## config.mk

```make
export PLATFORM = sky130hd
export DESIGN_NAME = spi_master_ctrl_flat
export DESIGN_NICKNAME = d
export VERILOG_FILES = /design/src/rtl/spi_master_ctrl_if.sv /design/src/rtl/spi_master_ctrl.sv /design/src/flat_wrapper.sv
export SDC_FILE = /design/constraint.sdc
export NUM_CORES = 1
export LEC_CHECK = 0
export ABC_AREA = 1
export CAP_MARGIN = 20
export CELL_PAD_IN_SITES_DETAIL_PLACEMENT = 1
export CELL_PAD_IN_SITES_GLOBAL_PLACEMENT = 1
export CORE_ASPECT_RATIO = 0.9
export CORE_MARGIN = 2
export CORE_UTILIZATION = 42
export CTS_CLUSTER_DIAMETER = 60
export DETAILED_ROUTE_END_ITERATION = 12
export HOLD_SLACK_MARGIN = 0.08
export PLACE_DENSITY_LB_ADDON = 0.1
export SLEW_MARGIN = 10
export SYNTH_ARGS = -nofsm -noshare
export SYNTH_HDL_FRONTEND = slang
export SYNTH_SLANG_ARGS = --single-unit
```

## constraint.sdc

```tcl
create_clock -name sysClk_i -period 4.5 [get_ports sysClk_i]
set_input_delay 1.35 -clock sysClk_i [delete_from_list [all_inputs] [get_ports sysClk_i]]
set_output_delay 1.35 -clock sysClk_i [all_outputs]
set_load 0.005 [all_outputs]
```

## src/rtl/spi_master_ctrl_if.sv

```systemverilog
// Host-side bus of the SPI master controller: the request handshake, the
// per-word mode controls and the completion status.
// The host drives through the master modport; the controller uses the slave modport.
interface spi_master_ctrl_if #(
    parameter int DATA_WIDTH = 8
);
    logic                  start_i;
    logic [DATA_WIDTH-1:0] tx_data_i;
    logic                  cpol_i;
    logic                  cpha_i;
    logic                  lsb_first_i;
    logic                  hold_cs_i;
    logic [DATA_WIDTH-1:0] rx_data_o;
    logic                  busy_o;
    logic                  done_o;

    modport master (
        output start_i, tx_data_i, cpol_i, cpha_i, lsb_first_i, hold_cs_i,
        input  rx_data_o, busy_o, done_o
    );

    modport slave (
        input  start_i, tx_data_i, cpol_i, cpha_i, lsb_first_i, hold_cs_i,
        output rx_data_o, busy_o, done_o
    );
endinterface

```

## src/rtl/spi_master_ctrl.sv

```systemverilog
// SPI master controller: serialises DATA_WIDTH-bit words on MOSI while capturing
// MISO, with per-word CPOL/CPHA, bit order and chip-select hold for bursts.
// SCK half-period is CLK_DIV sysClk_i cycles; one active-low chip select.
// Build option: define SPI_LOOPBACK_EN to feed the MISO sampling path from
// SPI_MOSI_o instead of SPI_MISO_i (the pins are still driven).
module spi_master_ctrl #(
    parameter int DATA_WIDTH = 8,
    parameter int CLK_DIV    = 2
) (
    input  logic                sysClk_i,
    input  logic                reset_i,
    spi_master_ctrl_if.slave    bus,
    output logic                SPI_Clk_o,
    output logic                SPI_MOSI_o,
    input  logic                SPI_MISO_i,
    output logic                SPI_CS_o_n
);

    localparam int EW   = $clog2(2 * DATA_WIDTH + 1);
    localparam int DIVW = (CLK_DIV > 1) ? $clog2(CLK_DIV) : 1;
    localparam logic [EW-1:0]   LAST_EDGE = EW'(2 * DATA_WIDTH);
    localparam logic [DIVW-1:0] DIV_MAX   = DIVW'(CLK_DIV - 1);

    typedef enum logic [2:0] {
        ST_IDLE,
        ST_SETUP,
        ST_SHIFT,
        ST_LAST,
        ST_CS_HELD
    } state_t;

    state_t                state_q, state_d;
    logic [DIVW-1:0]       div_q, div_d;
    logic [EW-1:0]         edge_q, edge_d;
    logic [DATA_WIDTH-1:0] tx_q, tx_d;
    logic [DATA_WIDTH-1:0] rx_sh_q, rx_sh_d;
    logic [DATA_WIDTH-1:0] rx_q, rx_d;
    logic                  cpol_q, cpol_d;
    logic                  cpha_q, cpha_d;
    logic                  lsb_q, lsb_d;
    logic                  phase_q, phase_d;
    logic                  miso_q, miso_d;

    logic                  accept;
    logic                  div_done;
    logic                  done;
    logic [EW-1:0]         edge_n;
    logic                  sample_edge;

`ifdef SPI_LOOPBACK_EN
    assign miso_d = SPI_MOSI_o;
`else
    assign miso_d = SPI_MISO_i;
`endif

    assign accept      = bus.start_i && ((state_q == ST_IDLE) || (state_q == ST_CS_HELD));
    assign div_done    = (div_q == DIV_MAX);
    assign edge_n      = edge_q + EW'(1);
    // Odd edges sample in CPHA=0, even edges sample in CPHA=1.
    assign sample_edge = edge_n[0] ^ cpha_q;
    assign done        = (state_q == ST_LAST) && div_done;

    // Next-state, shifter and SCK phase computation.
    always_comb begin
        state_d = state_q;
        div_d   = div_q;
        edge_d  = edge_q;
        tx_d    = tx_q;
        rx_sh_d = rx_sh_q;
        rx_d    = rx_q;
        cpol_d  = cpol_q;
        cpha_d  = cpha_q;
        lsb_d   = lsb_q;
        phase_d = phase_q;

        case (state_q)
            ST_IDLE: begin
                // Track CPOL while idle so SCK already rests at the right level.
                cpol_d  = bus.cpol_i;
                phase_d = 1'b0;
                if (accept) begin
                    state_d = ST_SETUP;
                end
            end
            ST_SETUP: begin
                if (div_done) begin
                    div_d   = '0;
                    state_d = ST_SHIFT;
                end else begin
                    div_d = div_q + DIVW'(1);
                end
            end
            ST_SHIFT: begin
                if (div_done) begin
                    div_d   = '0;
                    edge_d  = edge_n;
                    phase_d = ~phase_q;
                    if (sample_edge) begin
                        rx_sh_d = lsb_q ? {miso_q, rx_sh_q[DATA_WIDTH-1:1]}
                                        : {rx_sh_q[DATA_WIDTH-2:0], miso_q};
                    end else if ((edge_n != EW'(1)) && (edge_n != LAST_EDGE)) begin
                        // The first bit is already on MOSI since accept; the
                        // last trailing edge has no next bit to present.
                        tx_d = lsb_q ? (tx_q >> 1) : (tx_q << 1);
                    end
                    if (edge_n == LAST_EDGE) begin
                        state_d = ST_LAST;
                    end
                end else begin
                    div_d = div_q + DIVW'(1);
                end
            end
            ST_LAST: begin
                if (div_done) begin
                    div_d   = '0;
                    rx_d    = rx_sh_q;
                    state_d = bus.hold_cs_i ? ST_CS_HELD : ST_IDLE;
                end else begin
                    div_d = div_q + DIVW'(1);
                end
            end
            ST_CS_HELD: begin
                phase_d = 1'b0;
                if (accept) begin
                    state_d = ST_SHIFT;
                end else if (!bus.hold_cs_i) begin
                    state_d = ST_IDLE;
                end
            end
            default: begin
                state_d = ST_IDLE;
            end
        endcase

        // Word acceptance (only possible in IDLE or CS_HELD).
        if (accept) begin
            tx_d   = bus.tx_data_i;
            cpol_d = bus.cpol_i;
            cpha_d = bus.cpha_i;
            lsb_d  = bus.lsb_first_i;
            div_d  = '0;
            edge_d = '0;
        end
    end

    // State and datapath registers with synchronous reset.
    always_ff @(posedge sysClk_i) begin
        if (reset_i) begin
            state_q <= ST_IDLE;
            div_q   <= '0;
            edge_q  <= '0;
            tx_q    <= '0;
            rx_sh_q <= '0;
            rx_q    <= '0;
            cpol_q  <= 1'b0;
            cpha_q  <= 1'b0;
            lsb_q   <= 1'b0;
            phase_q <= 1'b0;
            miso_q  <= 1'b0;
        end else begin
            state_q <= state_d;
            div_q   <= div_d;
            edge_q  <= edge_d;
            tx_q    <= tx_d;
            rx_sh_q <= rx_sh_d;
            rx_q    <= rx_d;
            cpol_q  <= cpol_d;
            cpha_q  <= cpha_d;
            lsb_q   <= lsb_d;
            phase_q <= phase_d;
            miso_q  <= miso_d;
        end
    end

    assign SPI_Clk_o     = cpol_q ^ phase_q;
    assign SPI_MOSI_o    = lsb_q ? tx_q[0] : tx_q[DATA_WIDTH-1];
    assign SPI_CS_o_n    = (state_q == ST_IDLE);
    assign bus.done_o    = done;
    assign bus.busy_o    = (state_q == ST_SETUP) || (state_q == ST_SHIFT) ||
                           (state_q == ST_LAST) || accept;
    // The completed word is visible in the done cycle and held afterwards.
    assign bus.rx_data_o = done ? rx_sh_q : rx_q;

endmodule

```

## src/flat_wrapper.sv

```systemverilog
// flat-port wrapper written by rule: the top's interface ports become plain ports
module spi_master_ctrl_flat 
#(
    parameter int DATA_WIDTH = 8,
    parameter int CLK_DIV    = 2
)
  (sysClk_i, reset_i, SPI_Clk_o, SPI_MOSI_o, SPI_MISO_i, SPI_CS_o_n, bus_start_i, bus_tx_data_i, bus_cpol_i, bus_cpha_i, bus_lsb_first_i, bus_hold_cs_i, bus_rx_data_o, bus_busy_o, bus_done_o);
  spi_master_ctrl_if #(.DATA_WIDTH(DATA_WIDTH)) bus_i ();
  input  logic sysClk_i;
  input  logic reset_i;
  output logic SPI_Clk_o;
  output logic SPI_MOSI_o;
  input  logic SPI_MISO_i;
  output logic SPI_CS_o_n;
  input wire logic [$bits(bus_i.start_i)-1:0] bus_start_i;
  input wire logic [$bits(bus_i.tx_data_i)-1:0] bus_tx_data_i;
  input wire logic [$bits(bus_i.cpol_i)-1:0] bus_cpol_i;
  input wire logic [$bits(bus_i.cpha_i)-1:0] bus_cpha_i;
  input wire logic [$bits(bus_i.lsb_first_i)-1:0] bus_lsb_first_i;
  input wire logic [$bits(bus_i.hold_cs_i)-1:0] bus_hold_cs_i;
  output wire logic [$bits(bus_i.rx_data_o)-1:0] bus_rx_data_o;
  output wire logic [$bits(bus_i.busy_o)-1:0] bus_busy_o;
  output wire logic [$bits(bus_i.done_o)-1:0] bus_done_o;
  assign bus_i.start_i = bus_start_i;
  assign bus_i.tx_data_i = bus_tx_data_i;
  assign bus_i.cpol_i = bus_cpol_i;
  assign bus_i.cpha_i = bus_cpha_i;
  assign bus_i.lsb_first_i = bus_lsb_first_i;
  assign bus_i.hold_cs_i = bus_hold_cs_i;
  assign bus_rx_data_o = bus_i.rx_data_o;
  assign bus_busy_o = bus_i.busy_o;
  assign bus_done_o = bus_i.done_o;
  spi_master_ctrl #(.DATA_WIDTH(DATA_WIDTH), .CLK_DIV(CLK_DIV)) u_core (.sysClk_i(sysClk_i), .reset_i(reset_i), .bus(bus_i), .SPI_Clk_o(SPI_Clk_o), .SPI_MOSI_o(SPI_MOSI_o), .SPI_MISO_i(SPI_MISO_i), .SPI_CS_o_n(SPI_CS_o_n));
endmodule
```

==> reports/qor.csv <==
stage,metric,value,unit
clocking,Clock Path Buffers,2,
critical_path,Critical Path AT,2500,ps
clocking,Clock Pin Slew Worst Setup and Hold Paths,80,ps
pwr,Net Sw Power,0.0004280,W
clocking,Root Buffer,clkbuf_8,
drt,vias per cell,5.053,
pwr,combinational power share,36.1,%
hold_path,HP Class,reg2reg,
global_routing,initial antenna violation count,0,
critical_path,Startpoint Class,primary input,
placed_design,port bufs,28,
drt,Post-Route WL,5.049,mm
timing,period utilization,85.54,%
yosys,Synth cell types,32,
timing,worst hold slack,481.5,ps
yosys,Syn Std Cell Area,0.002052,sq mm
timing,Final min period,3849,ps
floorplanning,die height,70.31,microns
pwr,cell internal pwr,0.0007165,W
global_routing,grt met2 use,31.32,%
drt,initial DRC count,89,
yosys,Post-synth EDFFs,0,
global_routing,global route total overflow,0,
yosys,cells after synthesis,291,
drt,DR WL/cell,13.29,microns
critical_path,CP Max Fanout,2,
floorplanning,Initial Util,42.98,%
floorplanning,I/O pins,29,
global_routing,pin count of the biggest net entering global routing,26,
timing,Max-Slew Margin vs Limit,57.84,%
clocking,CTS resizes,0,
global_routing,GR peak layer,met2,
finish,Syn-to-layout area delta,19.21,%
yosys,"flops & latches, synth",38,
timing,Clock Skews,11.41,ps
floorplanning,core box area,0.004775,sq mm
global_routing,met1 Usage GRT,27.34,%
yosys,share of the yosys chip area belonging to registers,37.07,%
yosys,YS warnings,0,
clocking,total CTS buffers,5,
placed_design,post-detail-place hpwl,3.529,mm
placed_design,GP Congestion,0.8002,
critical_path,Crit path required time,3150,ps
pwr,Seq pwr share,37.3,%
timing,setup TNS,0,ps
yosys,Async SR Flop Fraction,0,%
timing,Peak Freq,259.8,MHz
critical_path,R2R cell count,7,
clocking,post-CTS setup repair buffer count,0,
clocking,clk_lat worst skew,310,ps
yosys,syn nets,310,
drt,Pre-Repair DR Iteration Count,4,
finish,antenna cells,0,
finish,nets,333,
pwr,PwrDens,467.9,mW/mm^2
clocking,CTS Hold Bufs,0,
floorplanning,die width,77.68,microns
yosys,ys flop type,dfxtp_1,
clocking,CTS tree,done,
pwr,switching share of power,37.40,%
critical_path,Setup CP Type,in2out,
floorplanning,# rows,24,
global_routing,routing usage on met3,4.134,%
global_routing,vias in the first global route,1914,
yosys,Mapped Avg Cell Area,7.051,sq um
drt,vias after detailed routing,1920,
timing,Final Hold Fails,0,
finish,share of cells above drive strength 1,11.11,%
run_status,outcome,finished clean,
clocking,CTS Sinks,38,
global_routing,gr usage total,20.21,%
global_routing,first-pass GRT wire length,8.825,mm
run,maxcap violations,0,
hold_path,Worst Hold Path Cells,2,
floorplanning,Die Area,0.005462,sq mm
timing,Worst Tran Pin Value,631.5,ps
drt,# DRC,0,
timing,Final Setup Violations,0,
critical_path,Critical Path End Type,primary output,
clocking,CTS HTree Levels,2,
pwr,Pleak,1.020,nW
pwr,maximum vdd ir drop,0.1720,mV
timing,RSZ-0062 raised after global routing,no,
timing,Max Slew Vio Count,0,
drt,ANT nets after route,0,
pwr,power share of the clock group,26.6,%
==> cells by family (layout without fill, tap and decap cells) <==
family / count (synthesis) / in the layout / share of synthesized area (%)
compound gates: 84 / 84 / 22.56
flops: 38 / 38 / 37.07
simple gates: 107 / 107 / 24.51
fa+ha+maj: 3 / 3 / 1.829
xor+xnor: 3 / 3 / 1.647
buf+inv: 56 / 80 / 12.38
==> final timing paths <==
path                                        start        endpoint  slack (ps)
worst max-delay path                  bus_start_i      bus_busy_o         650
worst min register to register      u_core.cpol_q   u_core.cpol_q         480
worst max register to register  u_core.state_q[0]  u_core.tx_q[3]        2520
worst min-delay path                u_core.cpol_q   u_core.cpol_q         480
==> state kept, by name (all words and copies together), names as in the netlist <==
signal,flops
u_core.phase_q,1
u_core.div_done,1
u_core.cpol_q,1
u_core.lsb_q,1
u_core.cpha_q,1
u_core.rx_q,8
u_core.state_q,3
u_core.miso_q,1
u_core.rx_sh_q,8
u_core.tx_q,8
u_core.edge_q,5
==> layout make-up <==
type | count | area [sq um]
clock inverters | 3 | 45.04
repair buffers | 30 | 295.3
fillers | 616 | 2328
well taps | 65 | 81.33
inverters | 42 | 157.7
flip-flops and latches | 38 | 760.7
multi-input cells | 197 | 1037
clock buffers | 5 | 68.82
==> cells in the mapped netlist, drive strengths merged (3+ instances only) <==
master / number / area share (%)
a211oi: 8 / 2.9
buf: 8 / 3.1
a31oi: 3 / 0.91
ha: 3 / 1.8
nand2: 50 / 9.6
or2: 8 / 2.4
a21oi: 39 / 10
inv: 42 / 7.7
o21ai: 31 / 7.6
dfxtp: 38 / 37
nand3: 15 / 4.6
nor2: 30 / 6.5
clkbuf: 6 / 1.6
==> cells in the final DEF (no fill, tap or decap), drive strengths merged <==
cell type	instances
a21boi	1
dfxtp	38
clkdlybuf4s50	28
a21oi	39
buf	2
nor3	2
bufinv	1
xnor2	1
clkbuf	5
nand2	50
nand4	2
o21bai	1
o31ai	1
a211oi	8
clkinvlp	2
a31oi	3
o21ai	31
inv	42
nor2	30
or2	8
ha	3
xor2	2
nand3	15
==> layer usage <==
metal  part of all wire [%]  routed length (microns)  vias up
li1                       -                        -      984
met1                     51                     2566      900
met2                     44                     2219       28
met3                    3.5                      177        8
met4                    1.7                       86        0
met5                      0                        0        -
==> per-stage QoR <==
stage | cells | area (sq um) | utilization, % | worst slack [ps] | power [W]
6_report | 380 | 2446 | 51.23 | 650.7 | 0.001145
5_1_grt | 380 | 2446 | 51.23 | 585.8 | 0.001236
4_1_cts | 380 | 2446 | 51.23 | 645.3 | 0.001156
3_5_place_dp | 372 | 2332 | 48.85 | 666.0 | 0.0008467
3_3_place_gp | 372 | 2332 | 48.85 | 646.5 | 0.0008378
2_1_floorplan | 291 | 2052 | - | 1492 | 0.0007319
==> worst max-delay path, stage by stage <==
cell and delay (ps):
clkdlybuf4s50_1 490, nand2_1 80, nand2_1 80, clkdlybuf4s50_1 500
==> power groups by stage <==
| stage | registers [W] | clock network (W) | logic (W) |
|---|---|---|---|
| 2_1_floorplan | 0.000418 | 0 | 0.000314 |
| 3_3_place_gp | 0.000435 | 0 | 0.000403 |
| 3_5_place_dp | 0.000435 | 0 | 0.000412 |
| 4_1_cts | 0.000428 | 0.000310 | 0.000418 |
| 5_1_grt | 0.000435 | 0.000324 | 0.000476 |
| 6_report | 0.000427 | 0.000304 | 0.000413 |
Note: power is estimated with default switching activity, not from simulation.
